==> src/rtl/uart_pkg.sv <==
// uart_pkg: definitions shared by the UART transmit engine and its FIFO.
//   tx_state_t        - transmit FSM state encoding (also exported as debug state)
//   OVERSAMPLE        - baud ticks per serial bit
//   OS_CNT_W          - width of the per-bit tick counter
//   DEFAULT_BITWIDTH  - default data / baud-divisor width
package uart_pkg;

    localparam int DEFAULT_BITWIDTH = 8;
    localparam int OVERSAMPLE       = 16;
    localparam int OS_CNT_W         = $clog2(OVERSAMPLE);

    typedef enum logic [2:0] {
        ST_IDLE   = 3'd0,
        ST_START  = 3'd1,
        ST_DATA   = 3'd2,
        ST_PARITY = 3'd3,
        ST_STOP   = 3'd4
    } tx_state_t;

endpackage

==> src/rtl/uart_tx_fifo.sv <==
// uart_tx_fifo: transmit holding FIFO, DEPTH entries (power of two, >= 2).
//   clk, rst      - clock, asynchronous active-high reset (empties the FIFO)
//   push, din     - write request and data; taken when not full, or when full
//                   and a pop happens in the same cycle
//   pop, dout     - read request (ignored when empty); dout shows the head entry
//   full, empty   - occupancy flags derived from the registered count
//   count         - number of stored entries, 0..DEPTH
module uart_tx_fifo #(
    parameter int WIDTH = 8,
    parameter int DEPTH = 4
) (
    input  logic                       clk,
    input  logic                       rst,
    input  logic                       push,
    input  logic [WIDTH-1:0]           din,
    input  logic                       pop,
    output logic [WIDTH-1:0]           dout,
    output logic                       full,
    output logic                       empty,
    output logic [$clog2(DEPTH):0]     count
);

    localparam int AW = $clog2(DEPTH);

    logic [WIDTH-1:0] mem [DEPTH];
    logic [AW-1:0]    wr_ptr;
    logic [AW-1:0]    rd_ptr;
    logic [AW:0]      cnt_q;
    logic             do_push;
    logic             do_pop;

    assign full    = (cnt_q == (AW+1)'(DEPTH));
    assign empty   = (cnt_q == '0);
    assign count   = cnt_q;
    assign dout    = mem[rd_ptr];

    assign do_pop  = pop && !empty;
    // A pop frees the slot this same cycle, so a write into a full FIFO is
    // still taken when it coincides with a pop.
    assign do_push = push && (!full || do_pop);

    // Pointers are AW bits wide and DEPTH is a power of two, so they wrap
    // modulo DEPTH by plain overflow.
    always_ff @(posedge clk or posedge rst) begin
        if (rst) begin
            wr_ptr <= '0;
            rd_ptr <= '0;
            cnt_q  <= '0;
        end else begin
            if (do_push) wr_ptr <= wr_ptr + 1'b1;
            if (do_pop)  rd_ptr <= rd_ptr + 1'b1;
            case ({do_push, do_pop})
                2'b10:   cnt_q <= cnt_q + 1'b1;
                2'b01:   cnt_q <= cnt_q - 1'b1;
                default: cnt_q <= cnt_q;
            endcase
        end
    end

    // Storage needs no reset: the pointers and count define what is valid.
    always_ff @(posedge clk) begin
        if (do_push) mem[wr_ptr] <= din;
    end

endmodule

==> src/rtl/uart_tx_engine.sv <==
// uart_tx_engine: FIFO-buffered UART transmitter with baud divider,
// 16x oversampled bit timing and optional odd/even parity.
//   pclk, preset  - clock; asynchronous active-high reset (released synchronously upstream)
//   data_in/wr_en - byte to queue and its one-cycle write strobe
//   baud_val      - baud divisor; one baud tick every baud_val+1 cycles
//   tx_en         - allows the next frame to start (never aborts a frame)
//   par_en/par_odd- parity insertion and polarity
//   tx            - serial line, idle high
//   tf_TXRDY      - FIFO not full
//   tx_busy       - a frame is on the line
//   overflow      - one-cycle pulse when a write is dropped
//   state_dbg     - current FSM state (uart_pkg::tx_state_t encoding)
//
// Write handshake: wr_en is a one-cycle push with no back-pressure. It is
// accepted when tf_TXRDY=1, or when the FIFO is full but the engine pops in
// the same cycle; otherwise the byte is dropped and overflow pulses in that
// cycle.
module uart_tx_engine
    import uart_pkg::*;
#(
    parameter int BITWIDTH   = DEFAULT_BITWIDTH,
    parameter int FIFO_DEPTH = 4
) (
    input  logic                pclk,
    input  logic                preset,
    input  logic [BITWIDTH-1:0] data_in,
    input  logic                wr_en,
    input  logic [BITWIDTH-1:0] baud_val,
    input  logic                tx_en,
    input  logic                par_en,
    input  logic                par_odd,
    output logic                tx,
    output logic                tf_TXRDY,
    output logic                tx_busy,
    output logic                overflow,
    output logic [2:0]          state_dbg
);

    localparam int CNT_W     = $clog2(FIFO_DEPTH) + 1;
    localparam int BIT_CNT_W = (BITWIDTH > 1) ? $clog2(BITWIDTH) : 1;
    localparam logic [BIT_CNT_W-1:0] LAST_BIT = BIT_CNT_W'(BITWIDTH - 1);
    localparam logic [OS_CNT_W-1:0]  OS_LAST  = OS_CNT_W'(OVERSAMPLE - 1);

    tx_state_t             state_q;
    tx_state_t             state_d;
    logic                  start_frame;

    logic [BITWIDTH-1:0]   fifo_dout;
    logic                  fifo_full;
    logic                  fifo_empty;
    logic [CNT_W-1:0]      fifo_count;

    logic [BITWIDTH-1:0]   shift_q;
    logic [BITWIDTH-1:0]   baud_q;
    logic [BITWIDTH-1:0]   tick_cnt_q;
    logic [OS_CNT_W-1:0]   os_cnt_q;
    logic [BIT_CNT_W-1:0]  bit_cnt_q;
    logic                  par_en_q;
    logic                  par_bit_q;

    logic                  baud_tick;
    logic                  bit_done;

    uart_tx_fifo #(
        .WIDTH (BITWIDTH),
        .DEPTH (FIFO_DEPTH)
    ) u_fifo (
        .clk   (pclk),
        .rst   (preset),
        .push  (wr_en),
        .din   (data_in),
        .pop   (start_frame),
        .dout  (fifo_dout),
        .full  (fifo_full),
        .empty (fifo_empty),
        .count (fifo_count)
    );

    assign tf_TXRDY  = (fifo_count != CNT_W'(FIFO_DEPTH));
    assign overflow  = wr_en && fifo_full && !start_frame;
    assign tx_busy   = (state_q != ST_IDLE);
    assign state_dbg = state_q;

    assign baud_tick = (tick_cnt_q == baud_q);
    assign bit_done  = baud_tick && (os_cnt_q == OS_LAST);

    always_ff @(posedge pclk or posedge preset) begin
        if (preset) state_q <= ST_IDLE;
        else        state_q <= state_d;
    end

    // start_frame doubles as the FIFO pop. From STOP it chains straight into
    // the next START so queued frames leave with no idle gap on the line.
    always_comb begin
        state_d     = state_q;
        start_frame = 1'b0;
        case (state_q)
            ST_IDLE: begin
                if (tx_en && !fifo_empty) begin
                    start_frame = 1'b1;
                    state_d     = ST_START;
                end
            end
            ST_START: begin
                if (bit_done) state_d = ST_DATA;
            end
            ST_DATA: begin
                if (bit_done && (bit_cnt_q == LAST_BIT))
                    state_d = par_en_q ? ST_PARITY : ST_STOP;
            end
            ST_PARITY: begin
                if (bit_done) state_d = ST_STOP;
            end
            ST_STOP: begin
                if (bit_done) begin
                    if (tx_en && !fifo_empty) begin
                        start_frame = 1'b1;
                        state_d     = ST_START;
                    end else begin
                        state_d = ST_IDLE;
                    end
                end
            end
            default: state_d = ST_IDLE;
        endcase
    end

    // Byte, divisor and parity settings are captured at frame start so that
    // register writes during a frame only affect the next one.
    always_ff @(posedge pclk or posedge preset) begin
        if (preset) begin
            shift_q    <= '0;
            baud_q     <= '0;
            tick_cnt_q <= '0;
            os_cnt_q   <= '0;
            bit_cnt_q  <= '0;
            par_en_q   <= 1'b0;
            par_bit_q  <= 1'b0;
        end else if (start_frame) begin
            shift_q    <= fifo_dout;
            baud_q     <= baud_val;
            par_en_q   <= par_en;
            par_bit_q  <= (^fifo_dout) ^ par_odd;
            tick_cnt_q <= '0;
            os_cnt_q   <= '0;
            bit_cnt_q  <= '0;
        end else if (state_q != ST_IDLE) begin
            if (baud_tick) begin
                tick_cnt_q <= '0;
                os_cnt_q   <= os_cnt_q + 1'b1;
            end else begin
                tick_cnt_q <= tick_cnt_q + 1'b1;
            end
            if (bit_done && (state_q == ST_DATA)) begin
                shift_q   <= shift_q >> 1;
                bit_cnt_q <= bit_cnt_q + 1'b1;
            end
        end
    end

    // Line level decodes the registered state, so reset drives it high at once.
    always_comb begin
        tx = 1'b1;
        case (state_q)
            ST_START:  tx = 1'b0;
            ST_DATA:   tx = shift_q[0];
            ST_PARITY: tx = par_bit_q;
            default:   tx = 1'b1;
        endcase
    end

endmodule

==> config.mk <==
export PLATFORM = sky130hd
export DESIGN_NAME = uart_tx_engine
export DESIGN_NICKNAME = d
export VERILOG_FILES = /design/src/rtl/uart_pkg.sv /design/src/rtl/uart_tx_fifo.sv /design/src/rtl/uart_tx_engine.sv
export SDC_FILE = /design/constraint.sdc
export NUM_CORES = 1
export LEC_CHECK = 0
export ABC_AREA = 1
export BUFFER_PORTS_ARGS = -buffer_cell sky130_fd_sc_hd__buf_2
export CAP_MARGIN = 5
export CORE_MARGIN = 3
export CORE_UTILIZATION = 51
export DETAILED_ROUTE_END_ITERATION = 8
export PLACE_DENSITY = 0.72
export RECOVER_POWER = 100
export SYNTH_ARGS = -nofsm -noshare
export SYNTH_HDL_FRONTEND = slang
export SYNTH_SLANG_ARGS = --single-unit
export TNS_END_PERCENT = 100
==> constraint.sdc <==
create_clock -name pclk -period 1.9 [get_ports pclk]
set_input_delay 0 -clock pclk [delete_from_list [all_inputs] [get_ports pclk]]
set_output_delay 0 -clock pclk [all_outputs]
set_load 0.03 [all_outputs]
Word level (Yosys, flattened, before mapping)
Memories as Yosys holds them, arrays and structs flattened.
Index checks and enable logic that the tools add are counted.
{ "op_classes": {"add_sub_neg": 7, "eq_ne": 16, "n_bitwise": 1, "n_mux": 27, "reduce_logical": 23} }
{ "op_table": {"columns": ["cell", "count"], "rows": [
  ["$mux W8", 6],
  ["$mux W3", 9],
  ["$pmux W3 S5", 1],
  ["$mux W4", 3],
  ["$ne A2 B2 Y1 const B", 5],
  ["$eq A3 B3 Y1 const B", 3],
  ["$add A8 B1 Y8 const B", 1],
  ["$eq A8 B8 Y1", 1],
  ["$logic_and A1 B1 Y1", 8],
  ["$reduce_bool A2 Y1", 4],
  ["$reduce_xor A8 Y1", 1],
  ["$add A3 B1 Y3 const B", 2],
  ["$eq A3 B2 Y1 const B", 2],
  ["$logic_not A3 Y1", 2],
  ["$pmux W3 S2", 1],
  ["$mux W1", 5],
  ["$reduce_and A5 Y1", 1],
  ["$add A2 B1 Y2 const B", 2],
  ["$add A4 B1 Y4 const B", 1],
  ["$eq A4 B4 Y1 const B", 1],
  ["$reduce_and A2 Y1", 2],
  ["$eq A3 B1 Y1 const B", 1],
  ["$logic_not A1 Y1", 3],
  ["$ne A3 B3 Y1 const B", 1],
  ["other kinds (8)", 8]
]} }
{ "word_totals": {"ram_bits": 32, "n_memories": 1, "inputBits": 22, "regBits": 43, "output_inout_bits": 7} }
{ "mem_list": {"columns": ["name", "depth", "width", "read_ports", "rd_clocked_by_memory_dff", "write_ports", "line_no", "text"], "rows": [
  ["u_fifo.mem", 4, 8, 1, 0, 1, "uart_tx_fifo.sv:25", "logic [WIDTH-1:0] mem [DEPTH];"]
]} }

Logic depth before layout (Yosys ltp)
Gate-level depths: netlist of run 1.
{ "logic_depth": {"depth_word": 11, "depth_mapped": 16, "depth_no_buf": 16} }

Hierarchy
From an unflattened synthesis of run 1, not the netlist that was laid out.
{ "hier_totals": {"cells_unflattened": 420, "area_unflattened_um2": 3822.4} }
{ "by_module_without_submodules": {"columns": ["mod", "n_inst", "area_per_inst_um2", "cells_each", "seq_area_each_um2"], "rows": [
  ["uart_tx_engine", 1, 2103.3, 271, 900.9],
  ["uart_tx_fifo", 1, 1719.1, 149, 1136.1]
]} }

Worst setup path before layout of run 1
No wires, ideal clock.
{ "synth_timing": {"path_type": "register to register", "from": "reg state_q[0], in the netlist state_dbg[0]", "to": "mem u_fifo.mem[0][0], enable pin", "path_stages_with_launch": 8, "t_arrival_ps": 1685, "synth_period_minus_slack_ps": 2056, "slack_ps": -156, "setup_ps": 371, "path_buffers": 0, "required_time_ps": 1529, "cell_sequence": "dfrtp_1 nor2_1 inv_1 nor2_2 nand2_8 nand2_2 nand2_2 nor2_1"} }
{ "synth_between": {"elab_chain_cells": 7, "word_cells_on_any_way": 8, "cone_classes": "eq/ne: 1; mux: 3; reduce/logical: 4"} }
{ "synth_rtl": {"columns": ["item", "line_no", "text"], "rows": [
  ["start: declaration", "uart_tx_engine.sv:44", "tx_state_t state_q;"],
  ["start signal: assignment", "uart_tx_engine.sv:89", "else state_q <= state_d;"],
  ["$eq A3 B3 Y1 / $logic_not A3 Y1 (equally long branches)", "uart_tx_engine.sv:97", "case (state_q)"],
  ["$pmux W1 S2 *", "uart_tx_engine.sv:97", null],
  ["$logic_and A1 B1 Y1 *", "uart_tx_fifo.sv:37", "assign do_pop = pop && !empty;"],
  ["$logic_or A1 B1 Y1 *", "uart_tx_fifo.sv:40", "assign do_push = push && (!full || do_pop);"],
  ["$logic_and A1 B1 Y1 *", "uart_tx_fifo.sv:40", null],
  ["$mux W1 *", "uart_tx_fifo.sv:62", "if (do_push) mem[wr_ptr] <= din;"],
  ["$mux W1 (not written as such) *", "uart_tx_fifo.sv:62", null],
  ["end: declaration", "uart_tx_fifo.sv:25", null]
]} }
Every way passes the cells marked *; elsewhere a longest branch is shown, timed or not.

Worst setup path in the final report of run 1
{ "layout_timing": {"from": "reg tick_cnt_q[3]", "to": "reg u_fifo.cnt_q[2], in the netlist u_fifo.count[2]"} }
{ "layout_between": {"elab_chain_cells": 9, "word_cells_on_any_way": 11, "cone_classes": "eq/ne: 3; mux: 3; reduce/logical: 5"} }
{ "layout_rtl": {"columns": ["item", "line_no", "text"], "rows": [
  ["start: declaration", "uart_tx_engine.sv:55", "logic [BITWIDTH-1:0] tick_cnt_q;"],
  ["start signal: assignment", "uart_tx_engine.sv:152", "tick_cnt_q <= tick_cnt_q + 1'b1;"],
  ["$eq A8 B8 Y1 *", "uart_tx_engine.sv:84", "assign baud_tick = (tick_cnt_q == baud_q);"],
  ["$logic_and A1 B1 Y1 *", "uart_tx_engine.sv:85", "assign bit_done = baud_tick && (os_cnt_q == OS_LAST);"],
  ["$mux W1 *", "uart_tx_engine.sv:115", "if (bit_done) begin"],
  ["$pmux W1 S2 *", "uart_tx_engine.sv:97", null],
  ["$logic_and A1 B1 Y1 *", "uart_tx_fifo.sv:37", null],
  ["$logic_or A1 B1 Y1", "uart_tx_fifo.sv:40", null],
  ["$logic_and A1 B1 Y1", "uart_tx_fifo.sv:40", null],
  ["$eq A2 B1 Y1 / $eq A2 B2 Y1 (equally long branches)", "uart_tx_fifo.sv:52", "case ({do_push, do_pop})"],
  ["$pmux W3 S2 / $reduce_bool A2 Y1 (equally long branches)", null, null],
  ["end signal: assignment", "uart_tx_fifo.sv:53", "2'b10: cnt_q <= cnt_q + 1'b1;"],
  ["end signal: assignment", "uart_tx_fifo.sv:54", "2'b01: cnt_q <= cnt_q - 1'b1;"],
  ["end signal: assignment", "uart_tx_fifo.sv:55", "default: cnt_q <= cnt_q;"],
  ["end: declaration", "uart_tx_fifo.sv:28", "logic [AW:0] cnt_q;"]
]} }
Marks and branches as above.
A chain may end at the register's enable or synchronous reset.

==> Implementation_results.wiki, run 1 <==
{| class="wikitable"
! Metric !! Value
|-
| Outcome || complete, but fails checks
|-
| Violations in the final reports || negative setup slack
|-
| I/O pins || 29
|-
| Register clock-pin slew on the reported worst setup and hold paths || 0.09 ns
|-
| Maximum number of pins on one net before global-route repair || 44
|-
| GRT Total Usage || about a fifth
|-
| Core Area || between 0.006 and 0.007 mm2
|-
| Die W || between 90 and 100 um
|-
| Ratio of cells with drive above 1 in the final layout || 29.6%
|-
| Starting density of the core || 54.1%
|-
| # fillers || about 520
|-
| Hold violation count in the final report || 0
|-
| Clock latency at the later pin of the worst-skew pair || between 0.3 and 0.4 ns
|-
| Total area of multi-input combinational cells || 0.00160 mm2
|-
| Starting DRC count in detailed routing || 174
|-
| Drt wl/cell || about 14 um
|-
| TritonCTS sink count || 75
|-
| Sequential element share of the synthesized area || between 50% and 60%
|-
| Synth cell types || 34
|-
| Antenna viol nets, final || 0
|-
| Buffer depth of the longest clock path || 2
|-
| Overall power of the completed layout || 0.00301 W
|-
| Post-route clock skew || between 0.01 and 0.015 ns
|-
| Residual DRC || 0
|-
| Warnings, synthesis || 0
|-
| Die area || 0.00848 mm2
|-
| Routability Congestion || 0.770
|-
| Post-synthesis cell count || 399
|-
| Total congestion overflow after global routing || 0
|-
| Worst EP arrival || ~2.3 ns
|-
| Proportion of synthesized flip-flops having asynchronous set or reset || a little under three fifths
|-
| Die Y-Extent || a little over 90 um
|-
| Biggest area contributors in the synthesized netlist || dfrtp_1 28%, edfxtp_1 25%, nand2_1 11%
|-
| Relative slew slack || between 20% and 30%
|-
| TritonCTS clock tree || yes
|-
| Period Utilization, post-route || 107%
|-
| Slew at the pin with the worst max-slew slack || 1.08 ns
|-
| Area Growth Syn to Fin || 29.0%
|-
| N_diodes || 0
|-
| Buffer cell driving the clock tree root || clkbuf_8
|-
| Top cell type's share of synthesized area || 28.5%
|-
| Final setup TNS || -3.28 ns
|-
| Max Cap Violations || 0
|-
| Average vias per placed instance || between 4 and 5
|-
| Final setup violation count || 36
|-
| Final critical delay including setup and external delays || slightly above 2 ns
|-
| Synth Flop Type || dfrtp_1
|-
| Highest clock rate || around 0.49 GHz
|-
| Total length of routed wires || roughly 8 mm
|-
| H-tree level count || 3
|-
| Hold Slack || 0.0923 ns
|-
| Via count of the first global-routing pass || between 2k and 3k
|-
| Flip-flop and latch area || slightly above 0.002 mm2
|-
| Power Dens Cells || between 600 and 700 mW/mm2
|-
| CP endpoint kind || flop
|-
| CP Class || flop to flop
|-
| Half-perimeter wire length after placement || ~5.0 mm
|-
| Worst-path maximum fanout || 2
|-
| Number of port buffers || 28
|-
| Final worst-path setup slack || -0.127 ns
|-
| Ranking of synthesized cells by instance count || 110 x nand2_1, 43 x dfrtp_1, 36 x inv_1
|-
| First-pass GRT wire length || roughly 12 mm
|-
| Kind of start point of the critical path || flop
|-
| Hold/Removal Path Class || primary input to flop
|-
| Static Leak || 2.16 nW
|-
| Iteration count of the initial detailed-routing pass || 4
|-
| Post-Synthesis Cell Area || about 0.0038 mm2
|-
| Unrepaired setup endpoints after global routing || true
|-
| Synthesis-stage register bit count || 75
|-
| Mean instance size in the synthesized netlist || between 9 and 10 um2
|-
| FP Rows || 30
|-
| Number of enable-type register cells in the synthesized netlist || 32
|-
| Overall via count from detail_route || slightly below 3k
|-
| Slew Viols, Final || 0
|-
| Synthesized Nets || between 400 and 500
|-
| Final Net Count || 520
|-
| Endpoint required time on the critical path || 2.15 ns
|-
| Cell type contributing the most total cell area after synthesis || dfrtp_1
|-
| Maximum VDD drop || slightly below 0.5 mV
|-
| Leading cell type by number of instances after synthesis || nand2_1
|-
| Initial antenna violation count || 0
|-
| Number of buffers added by the clock tree synthesis step || 9
|}
-- cell families after synthesis --
| kind of cell | count (synthesis) | synth area share (%) |
|---|---|---|
| buf+inv | 54 | 7.42 |
| simple gates | 198 | 24.2 |
| xor+xnor | 15 | 3.48 |
| flops | 75 | 53.9 |
| compound gates | 48 | 7.85 |
| fa+ha+maj | 9 | 3.18 |
-- power breakdown --
group	leakage (nW)	internal (W)	switching, W
clock	0.0990	0.000521	0.000695
combinational	1.25	0.0000480	0.0000570
sequential	0.812	0.00169	0.00000204
total	2.16	0.00226	0.000754
-- state kept, by name, indices dropped and copies added (netlist names) --
register,flops
baud_q,8
u_fifo.count,3
bit_cnt_q,3
u_fifo.mem,32
u_fifo.rd_ptr,2
state_dbg,3
os_cnt_q,4
par_en_q,1
shift_q,8
par_bit_q,1
u_fifo.wr_ptr,2
tick_cnt_q,8
-- final cells by class --
| class | instances | share of cell area, % |
|---|---|---|
| Clock buffer | 9 | 2.54 |
| Timing Repair Buffer | 87 | 14.7 |
| Tap cell | 96 | 2.46 |
| Timing Repair inverter | 2 | 0.359 |
| Clock inverter | 7 | 1.54 |
| Multi-Input combinational cell | 270 | 32.7 |
| Sequential cell | 75 | 41.8 |
| Inverter | 44 | 3.85 |
-- metrics by stage --
| step | area, um2 | utilization [%] | setup WS [ns] | cells |
|---|---|---|---|---|
| finish | 4870 | 69.8 | -0.127 | 590 |
| global route | 4870 | 69.8 | -0.274 | 590 |
| CTS | 4640 | 66.4 | -0.0479 | 581 |
| detailed placement | 4190 | 60.1 | -0.0493 | 539 |
| global placement | 4190 | 60.1 | 0.000488 | 539 |
| floorplan | 3790 | - | 0.00451 | 399 |
-- path summary, 6_finish.rpt --
path,startpoint,to,slack [ns],cells past startpoint
min reg2reg,par_bit_q,par_bit_q,0.49,2
max in group asynchronous,preset,u_fifo.count[0],0.72,4
max,tick_cnt_q[3],u_fifo.count[2],-0.13,13
min in group asynchronous,preset,shift_q[2],0.51,4
max reg2reg,tick_cnt_q[3],u_fifo.count[2],-0.13,13
min,wr_en,u_fifo.wr_ptr[1],0.09,4
-- critical path, cell delays in order (launching register included) --
cell and delay [ns]:
dfrtp_1 0.43, xnor2_2 0.20, nand2_1 0.11, nor2_2 0.14, nand3_2 0.11, nand2_4 0.11
nand3_4 0.07, fa_2 0.38, nand4_1 0.10, nand2_1 0.07, nand2_1 0.06, nand2_1 0.04
nand2_1 0.05, inv_1 0.04
-- layer usage --
layer | share of wire, % | vias to the layer above | GRT usage [%]
met4 | 1.7 | 0 | 6.68
met1 | 41 | 1382 | 21.4
met2 | 53 | 70 | 33.8
li1 | - | 1482 | -
met5 | 0 | - | 0
met3 | 4.7 | 13 | 5.00
-- placed cells by master (no fill, tap or decap), types with 8 or more instances in the layout --
cell type        n
a21oi_1         11
buf_2           17
buf_4           30
clkbuf_1        10
clkbuf_8         9
dfrtp_1         43
dlygate4sd3_1   18
edfxtp_1        32
ha_1             8
inv_1           33
nand2_1        103
nand2_2         19
nand3_1         26
nor2_1          17
o21ai_0         11
o21ai_1          9
o21ai_2         11
xor2_1           8
-- repair_timing --
item / CTS / global route
endpoints found under the hold margin: 84 / 0
pin swaps: 5 / 18
hold buffers: 18 / 0
setup endpoints to repair: 1 / 67
resized for setup: 1 / 48
gates cloned: 0 / 2
setup buffers: 8 / 8
Note: power is estimated with default switching activity, not from simulation.
==> run 2: changes to the inputs <==
--- a/config.mk
+++ b/config.mk
@@ -10,9 +10,10 @@
 export CAP_MARGIN = 5
 export CORE_MARGIN = 3
 export CORE_UTILIZATION = 51
+export CTS_BUF_LIST = sky130_fd_sc_hd__clkbuf_8
 export DETAILED_ROUTE_END_ITERATION = 8
 export PLACE_DENSITY = 0.72
-export RECOVER_POWER = 100
+export RECOVER_POWER = 50
 export SYNTH_ARGS = -nofsm -noshare
 export SYNTH_HDL_FRONTEND = slang
 export SYNTH_SLANG_ARGS = --single-unit
==> run 2 against run 1 <==
The flow still finishes with violations (negative setup slack). First-iteration DRC count unchanged. Critical endpoint unchanged. Clock skew about the same. Sequential share of layout area about the same. Clock power about the same. Global-route usage unchanged. Critical path depth unchanged. Total power about the same. Cell count unchanged.
==> Implementation_results.wiki, run 2 (synthesized netlist as in run 1, its figures left out) <==
{| class="wikitable"
! Metric !! Value
|-
| Period Utilization, post-route || 107% (about the same)
|-
| Total congestion overflow after global routing || 0 (unchanged)
|-
| Routability Congestion || 0.770 (unchanged)
|-
| Endpoint required time on the critical path || 2.15 ns (about the same)
|-
| Reg-to-reg slack, setup || -0.13 ns (about the same)
|-
| Hold/Removal Path Class || primary input to flop
|-
| Slew Viols, Final || 0 (unchanged)
|-
| Max Cap Violations || 0 (unchanged)
|-
| Slew at the pin with the worst max-slew slack || 1.08 ns (+0.000826 ns)
|-
| Starting DRC count in detailed routing || 174 (unchanged)
|-
| Global routing met3 resource utilization || 5.00% (unchanged)
|-
| Most frequent standard cell in the layout excluding fill and tap cells || nand2_1
|-
| GRT Total Usage || 18.8% (unchanged)
|-
| Final setup violation count || 36 (unchanged)
|-
| End point of the critical path || u_fifo.count[2]
|-
| FP Rows || 30 (unchanged)
|-
| Final critical delay including setup and external delays || 2.03 ns (+0.000246 ns)
|-
| Flip-flop and latch area || 0.00204 mm2 (unchanged)
|-
| Hold violation count in the final report || 0 (unchanged)
|-
| Area Growth Syn to Fin || 29.1% (about the same)
|-
| Number of port buffers || 28 (unchanged)
|-
| Core utilization of the finished layout || 69.9% (about the same)
|-
| Die W || 92.1 um (unchanged)
|-
| Final worst-path setup slack || -0.127 ns (-0.000246 ns)
|-
| Via count of the first global-routing pass || 2776 (unchanged)
|-
| Kind of start point of the critical path || flop
|-
| Post-route clock skew || 0.0113 ns (-0.000121 ns)
|-
| Register with the most flip-flops || u_fifo.mem
|-
| Relative slew slack || 28.3% (-0.055 points)
|-
| Residual DRC || 0 (unchanged)
|-
| CP endpoint kind || flop
|-
| H-tree level count || 3 (unchanged)
|-
| Final Net Count || 520 (unchanged)
|-
| Antenna viol nets, final || 0 (unchanged)
|-
| # fillers || 519 (+0.39%)
|-
| Total length of routed wires || 7.97 mm (-0.20%)
|-
| Worst r2r path cells || 13 (unchanged)
|-
| Max reg flops || 32 (unchanged)
|-
| Outcome || complete, but fails checks
|-
| Starting density of the core || 54.1% (unchanged)
|-
| Static Leak || 2.17 nW (+0.41%)
|-
| TritonCTS sink count || 75 (unchanged)
|-
| Highest clock rate || 0.493 GHz (about the same)
|-
| Total area of multi-input combinational cells || 0.00160 mm2 (unchanged)
|-
| Register clock-pin slew on the reported worst setup and hold paths || 0.09 ns (about the same)
|-
| Violations in the final reports || negative setup slack
|-
| Die Y-Extent || 92.1 um (unchanged)
|-
| Average vias per placed instance || 4.99 (-0.14%)
|-
| Buffer cell driving the clock tree root || clkbuf_8
|-
| Clock latency at the later pin of the worst-skew pair || 0.36 ns (about the same)
|-
| Overall power of the completed layout || 0.00301 W (about the same)
|-
| Unrepaired setup endpoints after global routing || true
|-
| Power Dens Cells || 618 mW/mm2 (about the same)
|-
| Worst-path maximum fanout || 2 (unchanged)
|-
| Maximum VDD drop || 0.482 mV (unchanged)
|-
| Worst EP arrival || 2.28 ns (about the same)
|-
| Buffer depth of the longest clock path || 2 (unchanged)
|-
| Startpoint of the worst-slack reg-to-reg timing path || tick_cnt_q[3]
|-
| CP Class || flop to flop
|-
| Ratio of cells with drive above 1 in the final layout || 30.0% (+0.40 points)
|-
| Overall via count from detail_route || 2943 (-0.14%)
|-
| Initial antenna violation count || 0 (unchanged)
|-
| Drt wl/cell || 13.5 um (-0.20%)
|-
| R2R Path End || u_fifo.count[2]
|-
| Die area || 0.00848 mm2 (unchanged)
|-
| Met2 global-route usage || 33.8% (unchanged)
|-
| Commonest cells after routing, fill and taps aside || 103 x nand2_1, 43 x dfrtp_1, 33 x inv_1
|-
| Critical Path Start || tick_cnt_q[3]
|-
| Number of buffers added by the clock tree synthesis step || 9 (unchanged)
|-
| Core Area || 0.00698 mm2 (unchanged)
|-
| Busiest layer in global routing || met2
|-
| Maximum number of pins on one net before global-route repair || 44 (unchanged)
|-
| N_diodes || 0 (unchanged)
|-
| Iteration count of the initial detailed-routing pass || 4 (unchanged)
|-
| Met1 demand-to-capacity share in global routing || 21.4% (unchanged)
|-
| I/O pins || 29 (unchanged)
|-
| First-pass GRT wire length || 12.5 mm (unchanged)
|-
| TritonCTS clock tree || yes
|-
| Half-perimeter wire length after placement || 5.01 mm (unchanged)
|}
-- run 2: cell count changes in the layout (fill, tap and decap cells not counted) --
cell | before | now
clkbuf_1 | 10 | 8
buf_2 | 17 | 19
-- run 2: worst min-delay path by stage --
stage                           from               end  slack [ns]  cells after the start
after detailed placement      preset      bit_cnt_q[1]        0.17                      3
after floorplan           data_in[0]  u_fifo.mem[0][0]         0.1                      0
final                          wr_en  u_fifo.wr_ptr[1]        0.09                      4
after CTS                      wr_en  u_fifo.wr_ptr[0]        0.03                      3
after global placement        preset      bit_cnt_q[1]        0.17                      3
after global routing           wr_en  u_fifo.wr_ptr[1]        0.09                      4
-- run 2: power breakdown --
part,internal (W),switching [W],leakage (nW)
combinational,0.0000480,0.0000571,1.26
sequential,0.00169,0.00000204,0.812
clock,0.000521,0.000695,0.0990
-- run 2: cell type report --
type                       instances  share of cell area (%)
multi-input combinational        270                    32.7
inverter                          44                    3.85
sequential                        75                    41.8
tap                               96                    2.46
timing repair buffer              87                    14.8
clock inverter                     7                    1.54
clock buffer                       9                    2.54
timing repair inverter             2                   0.359
-- run 2: worst max-delay path, stage by stage, from the launching register on --
cell and delay [ns]:
dfrtp_1 0.43, xnor2_2 0.20, nand2_1 0.11, nor2_2 0.14, nand3_2 0.11, nand2_4 0.11, nand3_4 0.07, fa_2 0.38
nand4_1 0.10, nand2_1 0.07, nand2_1 0.06, nand2_1 0.04, nand2_1 0.05, inv_1 0.04
-- run 2: metal layers --
layer  part of all wire [%]  wire length (um)
met1                     41              3260
met2                     53              4190
met3                    4.8               380
met4                    1.7               134
met5                      0                 0
-- run 2: repair_timing --
action,in CTS,in global routing
resized for setup,1,48
hold endpoints to repair,84,0
gates cloned,0,2
setup endpoints to repair,1,67
pin swaps,5,18
setup buffers,8,8
hold buffers,18,0
-- run 2: per-stage QoR --
stage | area, um2 | std cells | hold slack (ns) | worst slack, ns | TNS (ns)
CTS | 4640 | 581 | 0.0347 | -0.0479 | -0.0479
detailed placement | 4190 | 539 | 0.167 | -0.0493 | -0.0493
global placement | 4190 | 539 | 0.166 | 0.000488 | 0
floorplan | 3790 | 399 | 0.0989 | 0.00451 | 0
finish | 4880 | 590 | 0.0924 | -0.127 | -3.29
global route | 4880 | 590 | 0.0910 | -0.274 | -7.57
==> run 3: changes to the inputs <==
==> constraint.sdc (replaced) <==
create_clock -name pclk -period 1.9 [get_ports pclk]
set_input_delay 0.38 -clock pclk [delete_from_list [all_inputs] [get_ports pclk]]
set_output_delay 0.38 -clock pclk [all_outputs]
set_load 0.03 [all_outputs]
==> run 3 against run 2 <==
Wire length is 5.5% lower. Sequential share of layout area is 2.5 points higher. The run still ends with negative setup slack left. Highest routed layer unchanged. Largest cell class unchanged. Flip-flop and latch count stayed put. Fmax is 6.7% lower.
==> Implementation_results.wiki, run 3 (synthesized netlist as in run 1, its figures left out) <==
{| class="wikitable"
! Metric !! Value
|-
| Outcome || complete, but fails checks
|-
| Violations in the final reports || negative setup slack
|-
| Area Growth Syn to Fin || 21.9%
|-
| Final critical delay including setup and external delays || 2.17 ns (+0.147 ns)
|-
| Half-perimeter wire length after placement || 4.93 mm (-1.6%)
|-
| Filler-free cell count of the finished design || 567 (-3.9%)
|-
| Final setup violation count || 19 (-47%)
|-
| Hold/Removal Path Class || primary input to flop
|-
| Hold violation count in the final report || 0 (unchanged)
|-
| Maximum number of pins on one net before global-route repair || 44 (unchanged)
|-
| Antenna viol nets, final || 0 (unchanged)
|-
| H-tree level count || 3 (unchanged)
|-
| Routability Congestion || 0.807 (+4.9%)
|-
| Slew at the pin with the worst max-slew slack || 1.09 ns (+0.00894 ns)
|-
| N_diodes || 0 (unchanged)
|-
| End point of the critical path || u_fifo.count[2]
|-
| CP Class || flop to flop
|-
| Most frequent standard cell in the layout excluding fill and tap cells || nand2_1
|-
| Ratio of cells with drive above 1 in the final layout || 28.0% (-1.9 points)
|-
| Die W || 92.1 um (unchanged)
|-
| Initial antenna violation count || 0 (unchanged)
|-
| Residual DRC || 0 (unchanged)
|-
| Core Area || 0.00698 mm2 (unchanged)
|-
| Kind of start point of the critical path || flop
|-
| Worst-path maximum fanout || 2 (unchanged)
|-
| Iteration count of the initial detailed-routing pass || 4 (unchanged)
|-
| Register with the most flip-flops || u_fifo.mem
|-
| FP Rows || 30 (unchanged)
|-
| Max reg flops || 32 (unchanged)
|-
| Commonest cells after routing, fill and taps aside || 110 x nand2_1, 43 x dfrtp_1, 33 x inv_1
|-
| Number of port buffers || 28 (unchanged)
|-
| Critical Path Start || tick_cnt_q[7]
|-
| Final worst-path setup slack || -0.274 ns (-0.147 ns)
|-
| Relative slew slack || 27.7% (-0.60 points)
|-
| CP endpoint kind || flop
|-
| Highest clock rate || 0.460 GHz (-6.7%)
|-
| Core utilization of the finished layout || 65.9% (-3.9 points)
|-
| Number of buffers inserted by hold repair at cts || 0 (-18)
|-
| Post-placement worst setup slack || -0.0715 ns (-0.0222 ns)
|-
| I/O pins || 29 (unchanged)
|-
| Endpoint required time on the critical path || 2.14 ns (about the same)
|-
| Via count of the first global-routing pass || 2730 (-1.7%)
|-
| Post-route clock skew || 0.00710 ns (-0.00422 ns)
|-
| Total congestion overflow after global routing || 0 (unchanged)
|-
| Power Dens Cells || 623 mW/mm2 (+0.84%)
|-
| GRT Total Usage || 18.4% (-0.38 points)
|-
| Register clock-pin slew on the reported worst setup and hold paths || 0.08 ns (about the same)
|-
| Worst EP arrival || 2.42 ns (+0.14 ns)
|-
| Starting DRC count in detailed routing || 120 (-31%)
|-
| Reg-to-reg slack, setup || -0.27 ns (-0.15 ns)
|-
| Die area || 0.00848 mm2 (unchanged)
|-
| Clock latency at the later pin of the worst-skew pair || 0.35 ns (about the same)
|-
| Overall via count from detail_route || 2815 (-4.3%)
|-
| Buffer depth of the longest clock path || 2 (unchanged)
|-
| Die Y-Extent || 92.1 um (unchanged)
|-
| Average vias per placed instance || 4.96 (-0.47%)
|-
| Unrepaired setup endpoints after global routing || true
|-
| TritonCTS sink count || 75 (unchanged)
|-
| Final Net Count || 497 (-4.4%)
|-
| R2R Path End || u_fifo.count[2]
|-
| Static Leak || 2.04 nW (-6.0%)
|-
| Maximum VDD drop || 0.549 mV (+14%)
|-
| First-pass GRT wire length || 12.3 mm (-1.7%)
|-
| TritonCTS clock tree || yes
|-
| Number of buffers added by the clock tree synthesis step || 9 (unchanged)
|-
| Buffer cell driving the clock tree root || clkbuf_8
|-
| Starting density of the core || 54.1% (unchanged)
|-
| Max Cap Violations || 0 (unchanged)
|-
| Drt wl/cell || 13.3 um (-1.7%)
|-
| Cells after DPL || 538 (-0.19%)
|-
| Startpoint of the worst-slack reg-to-reg timing path || tick_cnt_q[7]
|-
| Period Utilization, post-route || 114% (+7.7 points)
|-
| Slew Viols, Final || 0 (unchanged)
|-
| Worst r2r path cells || 14 (+1)
|-
| Total length of routed wires || 7.53 mm (-5.5%)
|}
run 3: changes by cell type in the layout (fill, tap and decap cells not counted), sizes merged:
cell,delta
o21ai,+1
dlygate4sd3,-18
buf,-6
run 3: worst min path at each step:
stage / end / start / cells past startpoint
floorplan: par_bit_q / par_bit_q / 2
global placement: par_bit_q / par_bit_q / 2
detailed placement: shift_q[3] / shift_q[3] / 2
CTS: baud_q[2] / preset / 3
global route: baud_q[2] / baud_val[2] / 3
finish: baud_q[4] / baud_val[4] / 3
run 3: layout make-up:
class,count,area [um2]
repair inverters,2,17.5
inverters,44,191
multi-input cells,271,1590
clock buffers,9,124
clock inverters,7,50.0
repair buffers,63,479
flip-flops and latches,75,2040
well taps,96,120
fillers,574,2380
run 3: per-stage QoR:
| stage | instance area [um2] | total power [W] | setup TNS (ns) | hold WS, ns |
|---|---|---|---|---|
| floorplan | 3790 | 0.00176 | 0 | 0.450 |
| global placement | 4190 | 0.00180 | -0.00519 | 0.470 |
| detailed placement | 4190 | 0.00180 | -0.0715 | 0.474 |
| CTS | 4440 | 0.00291 | -3.21 | 0.150 |
| global route | 4600 | 0.00299 | -3.25 | 0.222 |
| finish | 4600 | 0.00287 | -0.809 | 0.223 |
run 3: what timing repair did:
| action | CTS | global route |
|---|---|---|
| pin swaps | 5 | 12 |
| resized for setup | 13 | 23 |
| setup endpoints to repair | 3 | 53 |
| buffers inserted | 3 | 7 |
| cloned | 0 | 3 |
run 3: layer usage:
metal	vias up	GRT usage (%)	part of all wire, %
met3	6	4.68	4.4
met4	0	7.55	1.0
met5	-	0	0
met1	1299	22.3	44
met2	68	31.3	51
li1	1442	-	-
run 3: critical path, cell delays in order (launching register included):
cell and delay, ns:
dfrtp_1 0.40, xnor2_1 0.20, nand2_1 0.10, nor2_2 0.15
nand3_2 0.11, nand2_4 0.11, buf_6 0.11, nand3_4 0.06
fa_2 0.38, nand4_1 0.08, nand2_1 0.07, nand2_1 0.09
nand2_1 0.07, nand2_1 0.07, inv_1 0.05
run 3: power breakdown:
| group | internal, W | switching (W) | leakage (nW) |
|---|---|---|---|
| Clock | 0.000483 | 0.000616 | 0.0861 |
| Sequential | 0.00169 | 0.00000200 | 0.812 |
| Combinational | 0.0000245 | 0.0000524 | 1.14 |
| Total | 0.00220 | 0.000671 | 2.04 |
